--- src/rtl/shared_cnt_pkg.sv ---
// Shared definitions for the arbitrated shared-counter controller.
//   op_t    : per-requester operation code carried on the op bus
//   state_t : controller FSM states
//   CNT_W   : default counter width
package shared_cnt_pkg;

    localparam int unsigned CNT_W = 12;

    typedef enum logic [1:0] {
        OP_INC  = 2'b00,
        OP_DEC  = 2'b01,
        OP_LOAD = 2'b10,
        OP_READ = 2'b11
    } op_t;

    typedef enum logic [1:0] {
        S_IDLE = 2'b00,
        S_EXEC = 2'b01,
        S_RESP = 2'b10
    } state_t;

endpackage

--- src/rtl/rr_arbiter.sv ---
// Combinational round-robin arbiter.
// Searches upward from ptr+1, wrapping at NREQ, and returns the first active request.
// Ports:
//   req        in  NREQ  request levels
//   ptr        in  IDXW  index of the previous winner
//   winner     out NREQ  one-hot winner (all zero when no request)
//   winner_idx out IDXW  index of the winner (0 when no request)
module rr_arbiter #(
    parameter int unsigned  NREQ = 4,
    localparam int unsigned IDXW = $clog2(NREQ)
) (
    input  logic [NREQ-1:0] req,
    input  logic [IDXW-1:0] ptr,
    output logic [NREQ-1:0] winner,
    output logic [IDXW-1:0] winner_idx
);

    // One extra bit so ptr+offset cannot overflow before the modulo fold.
    localparam int unsigned SW = IDXW + 1;

    logic [SW-1:0] cand;
    logic          found;

    always_comb begin
        winner     = '0;
        winner_idx = '0;
        found      = 1'b0;
        cand       = '0;
        for (int unsigned off = 1; off <= NREQ; off++) begin
            cand = {1'b0, ptr} + SW'(off);
            if (cand >= SW'(NREQ)) begin
                cand = cand - SW'(NREQ);
            end
            if (!found && req[cand[IDXW-1:0]]) begin
                found                      = 1'b1;
                winner[cand[IDXW-1:0]]     = 1'b1;
                winner_idx                 = cand[IDXW-1:0];
            end
        end
    end

endmodule

--- src/rtl/shared_counter_ctrl.sv ---
// Shares one WIDTH-bit counter between NREQ requesters through a req/gnt handshake.
// A round-robin arbiter picks a requester in IDLE; EXEC applies the op; RESP strobes gnt.
// Build option: define SHARED_CNT_SAT_EN to saturate at the ends instead of wrapping
// (ovf/unf still flag the attempted crossing).
// Ports:
//   clk, rst   clock, synchronous active-high reset
//   en         allow new grants (an in-flight op always completes)
//   req        per-requester request level
//   op         op for requester i at [2i+1:2i]
//   ld_data    LOAD value for requester i at [WIDTH*i +: WIDTH]
//   clr_flags  clear ovf/unf (a same-cycle set wins)
//   gnt        one-hot completion strobe, one cycle
//   rdata      counter value after the op, valid with gnt
//   cnt        live counter value
//   busy       FSM not in IDLE
//   ovf, unf   sticky increment/decrement crossing flags
module shared_counter_ctrl
    import shared_cnt_pkg::*;
#(
    parameter int unsigned WIDTH = CNT_W,
    parameter int unsigned NREQ  = 4
) (
    input  logic                  clk,
    input  logic                  rst,
    input  logic                  en,
    input  logic [NREQ-1:0]       req,
    input  logic [2*NREQ-1:0]     op,
    input  logic [WIDTH*NREQ-1:0] ld_data,
    input  logic                  clr_flags,
    output logic [NREQ-1:0]       gnt,
    output logic [WIDTH-1:0]      rdata,
    output logic [WIDTH-1:0]      cnt,
    output logic                  busy,
    output logic                  ovf,
    output logic                  unf
);

    localparam int unsigned    IDXW    = $clog2(NREQ);
    localparam logic [WIDTH-1:0] CNT_MAX = '1;

    state_t           state_q, state_d;
    logic [IDXW-1:0]  ptr_q, ptr_d;
    op_t              op_q, op_d;
    logic [WIDTH-1:0] ld_q, ld_d;
    logic [WIDTH-1:0] cnt_q, cnt_d;
    logic [WIDTH-1:0] rdata_q, rdata_d;
    logic             ovf_q, ovf_d;
    logic             unf_q, unf_d;

    logic [NREQ-1:0]  win_oh;
    logic [IDXW-1:0]  win_idx;
    logic [1:0]       op_sel;
    logic [WIDTH-1:0] ld_sel;

    rr_arbiter #(
        .NREQ (NREQ)
    ) u_arb (
        .req        (req),
        .ptr        (ptr_q),
        .winner     (win_oh),
        .winner_idx (win_idx)
    );

    // Select the winner's op and load value from the flat buses.
    always_comb begin
        op_sel = '0;
        ld_sel = '0;
        for (int unsigned i = 0; i < NREQ; i++) begin
            if (win_oh[i]) begin
                op_sel = op[2*i +: 2];
                ld_sel = ld_data[WIDTH*i +: WIDTH];
            end
        end
    end

    always_comb begin
        state_d = state_q;
        ptr_d   = ptr_q;
        op_d    = op_q;
        ld_d    = ld_q;
        cnt_d   = cnt_q;
        rdata_d = rdata_q;
        // Clear first; a set in EXEC below overrides it.
        ovf_d   = ovf_q & ~clr_flags;
        unf_d   = unf_q & ~clr_flags;
        gnt     = '0;

        unique case (state_q)
            S_IDLE: begin
                if (en && |req) begin
                    op_d    = op_t'(op_sel);
                    ld_d    = ld_sel;
                    ptr_d   = win_idx;
                    state_d = S_EXEC;
                end
            end
            S_EXEC: begin
                unique case (op_q)
                    OP_INC: begin
                        if (cnt_q == CNT_MAX) begin
                            ovf_d = 1'b1;
`ifdef SHARED_CNT_SAT_EN
                            cnt_d = CNT_MAX;
`else
                            cnt_d = '0;
`endif
                        end else begin
                            cnt_d = cnt_q + 1'b1;
                        end
                    end
                    OP_DEC: begin
                        if (cnt_q == '0) begin
                            unf_d = 1'b1;
`ifdef SHARED_CNT_SAT_EN
                            cnt_d = '0;
`else
                            cnt_d = CNT_MAX;
`endif
                        end else begin
                            cnt_d = cnt_q - 1'b1;
                        end
                    end
                    OP_LOAD: cnt_d = ld_q;
                    OP_READ: cnt_d = cnt_q;
                    default: cnt_d = cnt_q;
                endcase
                rdata_d = cnt_d;
                state_d = S_RESP;
            end
            S_RESP: begin
                gnt[ptr_q] = 1'b1;
                state_d    = S_IDLE;
            end
            default: state_d = S_IDLE;
        endcase
    end

    always_ff @(posedge clk) begin
        if (rst) begin
            state_q <= S_IDLE;
            // Start at the last index so requester 0 wins first.
            ptr_q   <= IDXW'(NREQ - 1);
            op_q    <= OP_INC;
            ld_q    <= '0;
            cnt_q   <= '0;
            rdata_q <= '0;
            ovf_q   <= 1'b0;
            unf_q   <= 1'b0;
        end else begin
            state_q <= state_d;
            ptr_q   <= ptr_d;
            op_q    <= op_d;
            ld_q    <= ld_d;
            cnt_q   <= cnt_d;
            rdata_q <= rdata_d;
            ovf_q   <= ovf_d;
            unf_q   <= unf_d;
        end
    end

    assign rdata = rdata_q;
    assign cnt   = cnt_q;
    assign busy  = (state_q != S_IDLE);
    assign ovf   = ovf_q;
    assign unf   = unf_q;

endmodule
--- config.mk ---
export PLATFORM = sky130hd
export DESIGN_NAME = shared_counter_ctrl
export DESIGN_NICKNAME = d
export VERILOG_FILES = /design/src/rtl/shared_cnt_pkg.sv /design/src/rtl/rr_arbiter.sv /design/src/rtl/shared_counter_ctrl.sv
export SDC_FILE = /design/constraint.sdc
export NUM_CORES = 1
export LEC_CHECK = 0
export ABC_AREA = 0
export BUFFER_PORTS_ARGS = -buffer_cell sky130_fd_sc_hd__buf_2
export CAP_MARGIN = 5
export CORE_MARGIN = 2
export CORE_UTILIZATION = 57
export CTS_BUF_LIST = sky130_fd_sc_hd__clkbuf_8
export CTS_CLUSTER_SIZE = 12
export DETAILED_ROUTE_END_ITERATION = 16
export PLACE_DENSITY = 0.88
export SYNTH_ARGS = -nofsm -noshare
export SYNTH_HDL_FRONTEND = slang
export SYNTH_HIERARCHICAL = 1
export SYNTH_SLANG_ARGS = --single-unit
--- constraint.sdc ---
create_clock -name clk -period 5.11 [get_ports clk]
set_input_delay 1.022 -clock clk [delete_from_list [all_inputs] [get_ports clk]]
set_output_delay 1.022 -clock clk [all_outputs]
set_load 0.02 [all_outputs]
**After elaboration in Yosys (flattened, before gate mapping)**

Cells that the tools add are included.

- Register bits after elaboration: 32
- Output and inout port bits: 31
- Input bits: 64

- Bitwise operators: 7
- Magnitude comparators: 14
- Equal/unequal tests: 7
- Mux-type cells: 53
- Add/subtract/negate cells: 10
- Reductions and logical operators: 19

Operators by type and width:

| kind | count |
|---|---|
| two-way mux 12 bit | 6 |
| one-hot mux 12 bit (3 select lines) | 1 |
| two-way mux 2 bit | 13 |
| two-way mux 4 bit | 5 |
| two-way mux 1 bit | 18 |
| less-than comparator 2 x 3 -> 1 bit, second input constant | 5 |
| adder 12 x 1 -> 12 bit, second input constant | 1 |
| equality test 12 bit, second input constant | 1 |
| greater-or-equal comparator 3 bit, second input constant | 4 |
| logical NOT 12 bit | 1 |
| OR 4 bit | 3 |
| subtractor 12 x 1 -> 12 bit, second input constant | 1 |
| demux 1 bit (select 2 bit) | 5 |
| greater-or-equal comparator 2 x 1 -> 1 bit, second input constant | 5 |
| logical AND 1 bit | 9 |
| binary-select mux 1 bit (select 2 bit) | 4 |
| subtractor 2 x 1 -> 2 bit, second input constant | 4 |
| adder 2 x 2 -> 3 bit, second input constant | 2 |
| equality test 2 bit, second input constant | 3 |
| equality test 2 x 1 -> 1 bit, second input constant | 2 |
| logical NOT 2 bit | 2 |
| one-hot mux 2 bit (2 select lines) | 1 |
| AND reduction 2 bit | 2 |
| OR reduction 4 bit | 1 |
| other kinds (7) | 11 |

**Logic depth before layout (Yosys ltp)**

Gate-level depths: netlist (run 1).

- Word-level depth: 19
- Mapped depth: 14

**Hierarchy**

Netlist (run 1), hierarchy kept.

By module, submodules not included:

| module | seq. area each (um^2) | times used | area each (um^2) | cells each |
|---|---|---|---|---|
| shared_counter_ctrl | 640.6 | 1 | 2409.8 | 316 |
| rr_arbiter | 0.0 | 1 | 545.5 | 68 |

**Worst setup path after synthesis (run 1)**

OpenSTA, ideal clock, no wires.

- Kind: input -> register
- Start point: input req[1]
- End point: register ld_q[5]
- Path slack: 1.943 ns
- Required time: 5.040 ns
- Stages: 11
- Arrival time: 3.097 ns
- Library setup time: 0.070 ns
- Cells stage by stage: buf_4 -> mux4_2 -> nand2_1 -> o21ai_0 -> a221o_2 -> nor2b_1 -> clkbuf_1 -> a221oi_1 -> nor3_1 -> a21oi_1 -> a21oi_1

- Elaborated cells on any way between the ends: 31
- Classes of those cells: mux: 19; bitwise: 3; reduce/logical: 9

RTL lines:

| what | RTL line | source |
|---|---|---|
| start, declared | shared_counter_ctrl.sv:26 | `input logic [NREQ-1:0] req,` |
| binary-select mux 1 bit (select 2 bit) | rr_arbiter.sv:34 | `if (!found && req[cand[IDXW-1:0]]) begin` |
| two-way mux 1 bit (not written as such) | rr_arbiter.sv:34 |  |
| two-way mux 1 bit | rr_arbiter.sv:34 |  |
| logical NOT 1 bit | rr_arbiter.sv:34 |  |
| logical AND 1 bit | rr_arbiter.sv:34 |  |
| two-way mux 1 bit | rr_arbiter.sv:34 |  |
| logical NOT 1 bit | rr_arbiter.sv:34 |  |
| logical AND 1 bit | rr_arbiter.sv:34 |  |
| two-way mux 1 bit | rr_arbiter.sv:34 |  |
| logical NOT 1 bit | rr_arbiter.sv:34 |  |
| logical AND 1 bit | rr_arbiter.sv:34 |  |
| two-way mux 4 bit * | rr_arbiter.sv:34 |  |
| via win_oh[1] | shared_counter_ctrl.sv:50 | `logic [NREQ-1:0] win_oh;` |
| two-way mux 12 bit * (3 in a row) | shared_counter_ctrl.sv:69 | `if (win_oh[i]) begin` |
| end signal, assigned | shared_counter_ctrl.sv:153 | `ld_q <= ld_d;` |
| end, declared | shared_counter_ctrl.sv:44 | `logic [WIDTH-1:0] ld_q, ld_d;` |

Mark *: on every way through the listed nets, which the timed path passes. The rest lies on a longest branch. The select of a mux whose other input is x is not followed.
A chain may end at the register's enable or synchronous reset.

**Worst setup path after layout (run 1)**

- Start point: register ptr_q[0]
- End point: register ld_q[8]

- Elaborated cells on any way between the ends: 64
- Classes of those cells: add/sub: 8; order compare: 12; mux: 31; bitwise: 3; reduce/logical: 10

RTL lines:

| what | RTL line | source |
|---|---|---|
| start, declared | shared_counter_ctrl.sv:42 | `logic [IDXW-1:0] ptr_q, ptr_d;` |
| start signal, assigned | shared_counter_ctrl.sv:142 | `ptr_q <= IDXW'(NREQ - 1);` |
| start signal, assigned | shared_counter_ctrl.sv:151 | `ptr_q <= ptr_d;` |
| parallel branches: the longest is 14 deep, another holds adder 2 x 1 -> 3 bit | n/a |  |
| two-way mux 4 bit * | rr_arbiter.sv:34 |  |
| via win_oh[1] | shared_counter_ctrl.sv:50 |  |
| two-way mux 12 bit * (3 in a row) | shared_counter_ctrl.sv:69 |  |

Mark *: on every way through the listed nets, which the timed path passes. The select of a mux whose other input is x is not followed.

==> results of run 1 <==
==> cell families (layout without fill, tap and decap cells) <==
kind of cell               after synthesis  in the layout  synth area share
AOI/OAI and AO/OA                      143            143            0.3226
and+or+nand+nor                        126            126            0.2511
buffers and inverters                   57            116            0.1020
DFF                                     32             32            0.2168
adders and majority gates               14             14           0.05927
muxes                                    8              8           0.03641
xor gates and xnor gates                 4              4           0.01186
==> report_power, final <==
part | internal (uW) | switching, uW | total (uW)
clock network | 94.7 | 100 | 195
registers | 274 | 38.5 | 312
logic | 198 | 267 | 465
total | 567 | 405 | 972
==> layout make-up <==
class	count	share of cell area
Timing Repair Buffer	96	0.1443
Inverter	12	0.01339
Tap cell	70	0.02603
Multi-Input combinational cell	295	0.5999
Clock buffer	5	0.02045
Sequential cell	32	0.1904
Clock inverter	3	0.005578
==> per-stage QoR <==
step	std cells	total power [uW]	hold slack (ps)	setup slack, ps
floorplan	384	684.8	488.6	1943
global placement	505	764.7	445.3	1294
detailed placement	505	775.3	451.6	1076
CTS	513	969.2	463.8	1057
global route	513	1045	481.0	683.8
finish	513	972.1	457.8	1056
==> synthesized netlist by cell type (4+ instances only) <==
master / count
a21oi_1: 46
dfxtp_1: 32
o21ai_0: 30
nand2_1: 25
clkbuf_1: 21
nor2b_1: 19
nor3_1: 17
a221oi_1: 16
buf_4: 16
nor2_1: 16
ha_1: 14
inv_1: 12
nand3_1: 8
nor4_1: 7
a31oi_1: 6
a221o_2: 4
a22oi_1: 4
buf_2: 4
mux2i_1: 4
nor3b_1: 4
o211ai_1: 4
==> routing by layer <==
| metal | track usage | vias to the layer above | wire [um] |
|---|---|---|---|
| met3 | 0.05095 | 20 | 521 |
| li1 | - | 1563 | - |
| met5 | 0 | - | 0 |
| met2 | 0.4688 | 151 | 3816 |
| met4 | 0.1036 | 0 | 192 |
| met1 | 0.3279 | 1508 | 3170 |
==> worst min-delay path, delay by kind of cell (launching register included) <==
family          cells  cell delay (ps)
simple gates        1               50
flops               1              310
compound gates      1               50
==> final timing paths <==
check             startpoint       to  slack, ps  depth (start not counted)
setup / recovery    ptr_q[0]  ld_q[8]       1060                         11
hold / removal           unf      unf        460                          2
setup reg to reg    ptr_q[0]  ld_q[8]       1060                         11
hold reg to reg          unf      unf        460                          2
==> state kept, by name (all words and copies together), names as in the netlist <==
signal,cells
op_q,2
unf,1
ld_q,12
ptr_q,2
state_q,2
rdata,12
ovf,1
==> summary.md, run 1 <==
| Metric | Value |
|---|---|
| Mapped Cells | 384 |
| Worst-Margin Slew | 803.1 ps |
| Share of cells above drive strength 1 | 0.2799 |
| Cell Area, Synth | 2955 sq um |
| Root buf cell | clkbuf_8 |
| Clock-pin slew on the worst setup and hold paths | 70 ps |
| CP dominant cell by count | a21oi_1 |
| TritonCTS clock tree | yes |
| Fraction of registers with async set/reset | 0 |
| Hold crit path type | flip-flop to flip-flop |
| # clock sinks | 32 |
| Worst Path Required | 5330 ps |
| Most frequent cells in the layout | buf_2 (94), a21oi_1 (46), dfxtp_1 (32) |
| Slew Limit Fails | 0 |
| Dpl cell area | 3277 sq um |
| Total grt overflow | 0 |
| Fin. Hold Viols | 0 |
| Area of the multi-input gates | 2018 sq um |
| # fillers | 416 |
| Layout Nets | 520 |
| Die width | 76.01 um |
| Highest Clock Rate | 246.6 MHz |
| Register area share after synthesis | 0.2168 |
| Yosys warning count | 6 |
| Worst IR Drop VDD | 138.3 uV |
| WL per Instance | 15.01 um |
| Routability cong. | 0.9594 |
| # resized after CTS | 0 |
| Antenna violations before repair | 0 |
| First-pass DRT Iterations | 6 |
| Row cnt | 26 |
| Clock Latency Late Sink | 290 ps |
| Commonest non-fill, non-tap cell in the layout | buf_2 |
| Post-CTS Hold Buffers | 0 |
| CP Capture Type | flip-flop |
| Worst setup SP type | flip-flop |
| Clock Tree Buf Depth | 2 |
| CP Buf/Inv Count | 1 |
| Post-DP HPWL | 5553 um |
| Fin area | 3364 sq um |
| Crit path DAT | 4280 ps |
| Top area cells in the synthesized netlist | dfxtp_1 (22%), a21oi_1 (7.8%), ha_1 (5.9%) |
| RSZ-0062 raised after global routing | no |
| DR vias | 3,242 |
| Ys flop type | dfxtp_1 |
| Antenna Cells | 0 |
| Vias in the first global route | 2,881 |
| Post-synth EDFFs | 0 |
| Utilization after layout | 0.6672 |
| Final Skew | 4.536 ps |
| Pwr/cell area | 288.9 nW/um^2 |
| CP top delay family | simple AND/OR/NAND/NOR gates |
| Yosys reg bits | 32 |
| Synth unique cells | 67 |
| Initial Util | 0.5861 |
| ANT nets after route | 0 |
| Total core area | 5042 sq um |
| Reg area | 640.6 sq um |
| Max incr delay on CP | 820 ps |
| Dominant cell type by area after synthesis | dfxtp_1 |
| Crit path time final | 4054 ps |
| Area grow syn2layout | 13.84% |
| DIE HEIGHT | 76.01 um |
| Total leakage power | 0.001421 uW |
| First-iteration detailed-routing DRC count | 255 |
| Postcts setup bufs | 0 |
| Die area | 5777 sq um |
| First-pass GRT wire length | 13,010 um |
| Status | finished, final reports clean |
| IO buf count | 94 |
| Vias per cell | 6.320 |
| Syn nets | 462 |
| Syn Area/Cell | 7.696 sq um |
| TritonCTS buffer count | 5 |
| Critical-path maximum fanout | 24 |
| Final period utilization | 0.7934 |
| DRT Wirelength | 7700 um |
| Io pins | 95 |
| Setup violators final | 0 |
| Worst slew margin | 0.4635 |
| Top cell type's share of synthesized area | 0.2168 |
| Number of max-cap violations | 0 |
| Pin count of the biggest net entering global routing | 32 |
| H-tree levels | 2 |
| GRT Util Overall | 0.2685 |
| Residual DRC count | 0 |
| Worst path cell trace | inv_1 -> ha_1 -> mux4_2 -> nand2_1 -> o21ai_0 -> a221o_2 -> nor2b_1 -> a221oi_1 -> nor3_1 -> a21oi_1 -> a21oi_1 |
| Slowest cell on the critical path | dfxtp_1 |
| Worst Setup Path Type | flip-flop to flip-flop |
| Fin Setup TNS | 0 ps |
(Power assumes the default switching activity.)
==> run 2: changes to the inputs <==
--- a/config.mk
+++ b/config.mk
@@ -9,11 +9,11 @@
 export BUFFER_PORTS_ARGS = -buffer_cell sky130_fd_sc_hd__buf_2
 export CAP_MARGIN = 5
 export CORE_MARGIN = 2
-export CORE_UTILIZATION = 57
+export CORE_UTILIZATION = 53
 export CTS_BUF_LIST = sky130_fd_sc_hd__clkbuf_8
 export CTS_CLUSTER_SIZE = 12
 export DETAILED_ROUTE_END_ITERATION = 16
-export PLACE_DENSITY = 0.88
+export PLACE_DENSITY = 0.83
 export SYNTH_ARGS = -nofsm -noshare
 export SYNTH_HDL_FRONTEND = slang
 export SYNTH_HIERARCHICAL = 1
==> constraint.sdc (replaced) <==
create_clock -name clk -period 3.8 [get_ports clk]
set_input_delay 0.76 -clock clk [delete_from_list [all_inputs] [get_ports clk]]
set_output_delay 0.76 -clock clk [all_outputs]
set_load 0.02 [all_outputs]
==> summary.md, run 2 (synthesis gave the netlist of run 1 again) <==
| Metric | Value |
|---|---|
| Area grow syn2layout | 14.90% |
| TritonCTS clock tree | yes |
| First-pass GRT wire length | 13,590 um (+4.5%) |
| Total grt overflow | 0 (unchanged) |
| DR vias | 3,231 (-0.34%) |
| Logic pwr share | 0.487 (+0.009) |
| Crit path time final | 3352 ps (-702.9 ps) |
| Root buf cell | clkbuf_8 |
| Status | finished, final reports clean |
| Most frequent cells in the layout | buf_2 (94), a21oi_1 (46), dfxtp_1 (32) |
| Worst-Margin Slew | 617.6 ps (-185.5 ps) |
| Share of cells above drive strength 1 | 0.2825 (+0.002602) |
| Number of max-cap violations | 0 (unchanged) |
| Antenna Cells | 0 (unchanged) |
| Reg2reg path depth | 12 (+1) |
| Worst slew margin | 0.5883 (+0.1248) |
| Routability cong. | 0.9679 (+0.89%) |
| First-pass DRT Iterations | 7 (+1) |
| CP Buf/Inv Count | 2 (+1) |
| Die area | 6190 sq um (+7.1%) |
| Fin Setup TNS | 0 ps (unchanged) |
| IO buf count | 94 (unchanged) |
| Clock Tree Buf Depth | 2 (unchanged) |
| Clock Latency Late Sink | 290 ps (about the same) |
| RSZ-0062 raised after global routing | no |
| Crit. path cell count | 12 (+1) |
| H-tree levels | 2 (unchanged) |
| CP top delay family | compound AO/OA/AOI/OAI gates |
| Slew Limit Fails | 0 (unchanged) |
| Sequential share of power | 0.305 (-0.016) |
| TritonCTS buffer count | 5 (unchanged) |
| Vias in the first global route | 2,999 (+4.1%) |
| Layout Nets | 523 (+0.58%) |
| # resized after CTS | 0 (unchanged) |
| Row cnt | 27 (+3.8%) |
| Worst Setup Path Type | flip-flop to flip-flop |
| Sw Ratio | 0.4158 (-0.001310) |
| Int Pwr | 787.4 uW (+39%) |
| Setup slack after layout | 448.5 ps (-607.1 ps) |
| Slowest cell on the critical path | dfxtp_1 |
| Setup violators final | 0 (unchanged) |
| Postcts setup bufs | 0 (unchanged) |
| # clock sinks | 32 (unchanged) |
| Total leakage power | 0.001436 uW (+1.0%) |
| Highest Clock Rate | 298.4 MHz (+21%) |
| Io pins | 95 (unchanged) |
| Max incr delay on CP | 580 ps (-240 ps) |
| Initial Util | 0.5434 (-0.04274) |
| Worst setup SP type | flip-flop |
| GRT Util Overall | 0.2701 (+0.001581) |
| Area of the multi-input gates | 2018 sq um (unchanged) |
| Reg area | 640.6 sq um (unchanged) |
| # fillers | 498 (+20%) |
| ANT nets after route | 0 (unchanged) |
| Pre-CTS setup slack | 506.8 ps (-569.3 ps) |
| Clock-pin slew on the worst setup and hold paths | 70 ps (about the same) |
| WL per Instance | 15.98 um (+6.5%) |
| CP dominant cell by count | a21oi_1 |
| Critical-path maximum fanout | 16 (-33%) |
| Vias per cell | 6.237 (-1.3%) |
| Commonest non-fill, non-tap cell in the layout | buf_2 |
| Worst IR Drop VDD | 227.8 uV (+65%) |
| Switching pwr | 560.3 uW (+38%) |
| Antenna violations before repair | 0 (unchanged) |
| Final period utilization | 0.8820 (+0.08854) |
| Worst path cell trace | inv_1 -> ha_1 -> mux4_2 -> nand2_1 -> o21ai_0 -> a221o_2 -> nor2b_1 -> buf_4 -> a221oi_1 -> nor3_1 -> a21oi_1 -> a21oi_1 |
| Residual DRC count | 0 (unchanged) |
| Pin count of the biggest net entering global routing | 32 (unchanged) |
| Hold crit path type | flip-flop to flip-flop |
| Crit path DAT | 3570 ps (-710 ps) |
| Post-DP HPWL | 5888 um (+6.0%) |
| CP Capture Type | flip-flop |
| Total core area | 5439 sq um (+7.9%) |
| Fin. Hold Viols | 0 (unchanged) |
| Worst Path Required | 4020 ps (-1310 ps) |
| Die width | 78.68 um (+3.5%) |
| Pwr/cell area | 396.9 nW/um^2 (+37%) |
| DRT Wirelength | 8279 um (+7.5%) |
| Worst Hold Depth | 2 (unchanged) |
| Clock power share | 0.209 (+0.009) |
| Final Skew | 4.594 ps (+0.05812 ps) |
| Post-CTS Hold Buffers | 0 (unchanged) |
| First-iteration detailed-routing DRC count | 235 (-7.8%) |
| DIE HEIGHT | 78.68 um (+3.5%) |
run 2: cell types whose count changed in the layout (fill, tap and decap cells not counted), sizes merged:
cell / delta
buf: +3
clkinvlp: +1
clkbuf: +1
inv: +1
clkinv: -3
run 2: metal layers:
layer	track usage	vias up	share of wire
met5	0	-	0
met4	0.1404	0	0.038
met3	0.05057	32	0.063
met2	0.4513	131	0.49
met1	0.3284	1506	0.41
li1	-	1562	-
run 2: area by class of cell:
type                            count  area share
Tap cell                           72     0.02653
Clock inverter                      2    0.003316
Multi-Input combinational cell    295      0.5943
Timing Repair Buffer               99      0.1496
Inverter                           12     0.01326
Clock buffer                        6     0.02432
Sequential cell                    32      0.1887
run 2: worst register-to-register path, cell delays in order (launching register included):
cell and delay (ps):
dfxtp_1 580, inv_1 200, ha_1 530, mux4_2 430, nand2_1 100, o21ai_0 80, a221o_2 450, nor2b_1 150
buf_4 200, a221oi_1 100, nor3_1 230, a21oi_1 80, a21oi_1 160
run 2: power groups by stage:
stage | Sequential, uW | Combinational, uW | Clock, uW
after global placement | 416 | 632 | 0
final | 411 | 656 | 281
after floorplan | 414 | 507 | 0
after CTS | 410 | 651 | 284
after detailed placement | 417 | 648 | 0
after global routing | 417 | 730 | 298
run 2: metrics by stage:
stage / hold slack (ps) / utilization / instances / power, uW / area, sq um
2_1_floorplan: 488.6 / - / 384 / 920.9 / 2955
3_3_place_gp: 444.6 / 0.6071 / 510 / 1048 / 3302
3_5_place_dp: 446.0 / 0.6071 / 510 / 1065 / 3302
4_1_cts: 458.2 / 0.6243 / 518 / 1344 / 3396
5_1_grt: 483.0 / 0.6243 / 518 / 1444 / 3396
6_report: 453.0 / 0.6243 / 518 / 1348 / 3396
run 2: final timing paths:
kind                  from       to  slack, ps
hold / removal         unf      unf        450
hold reg to reg        unf      unf        450
setup / recovery  ptr_q[0]  ld_q[4]        450
setup reg to reg  ptr_q[0]  ld_q[4]        450
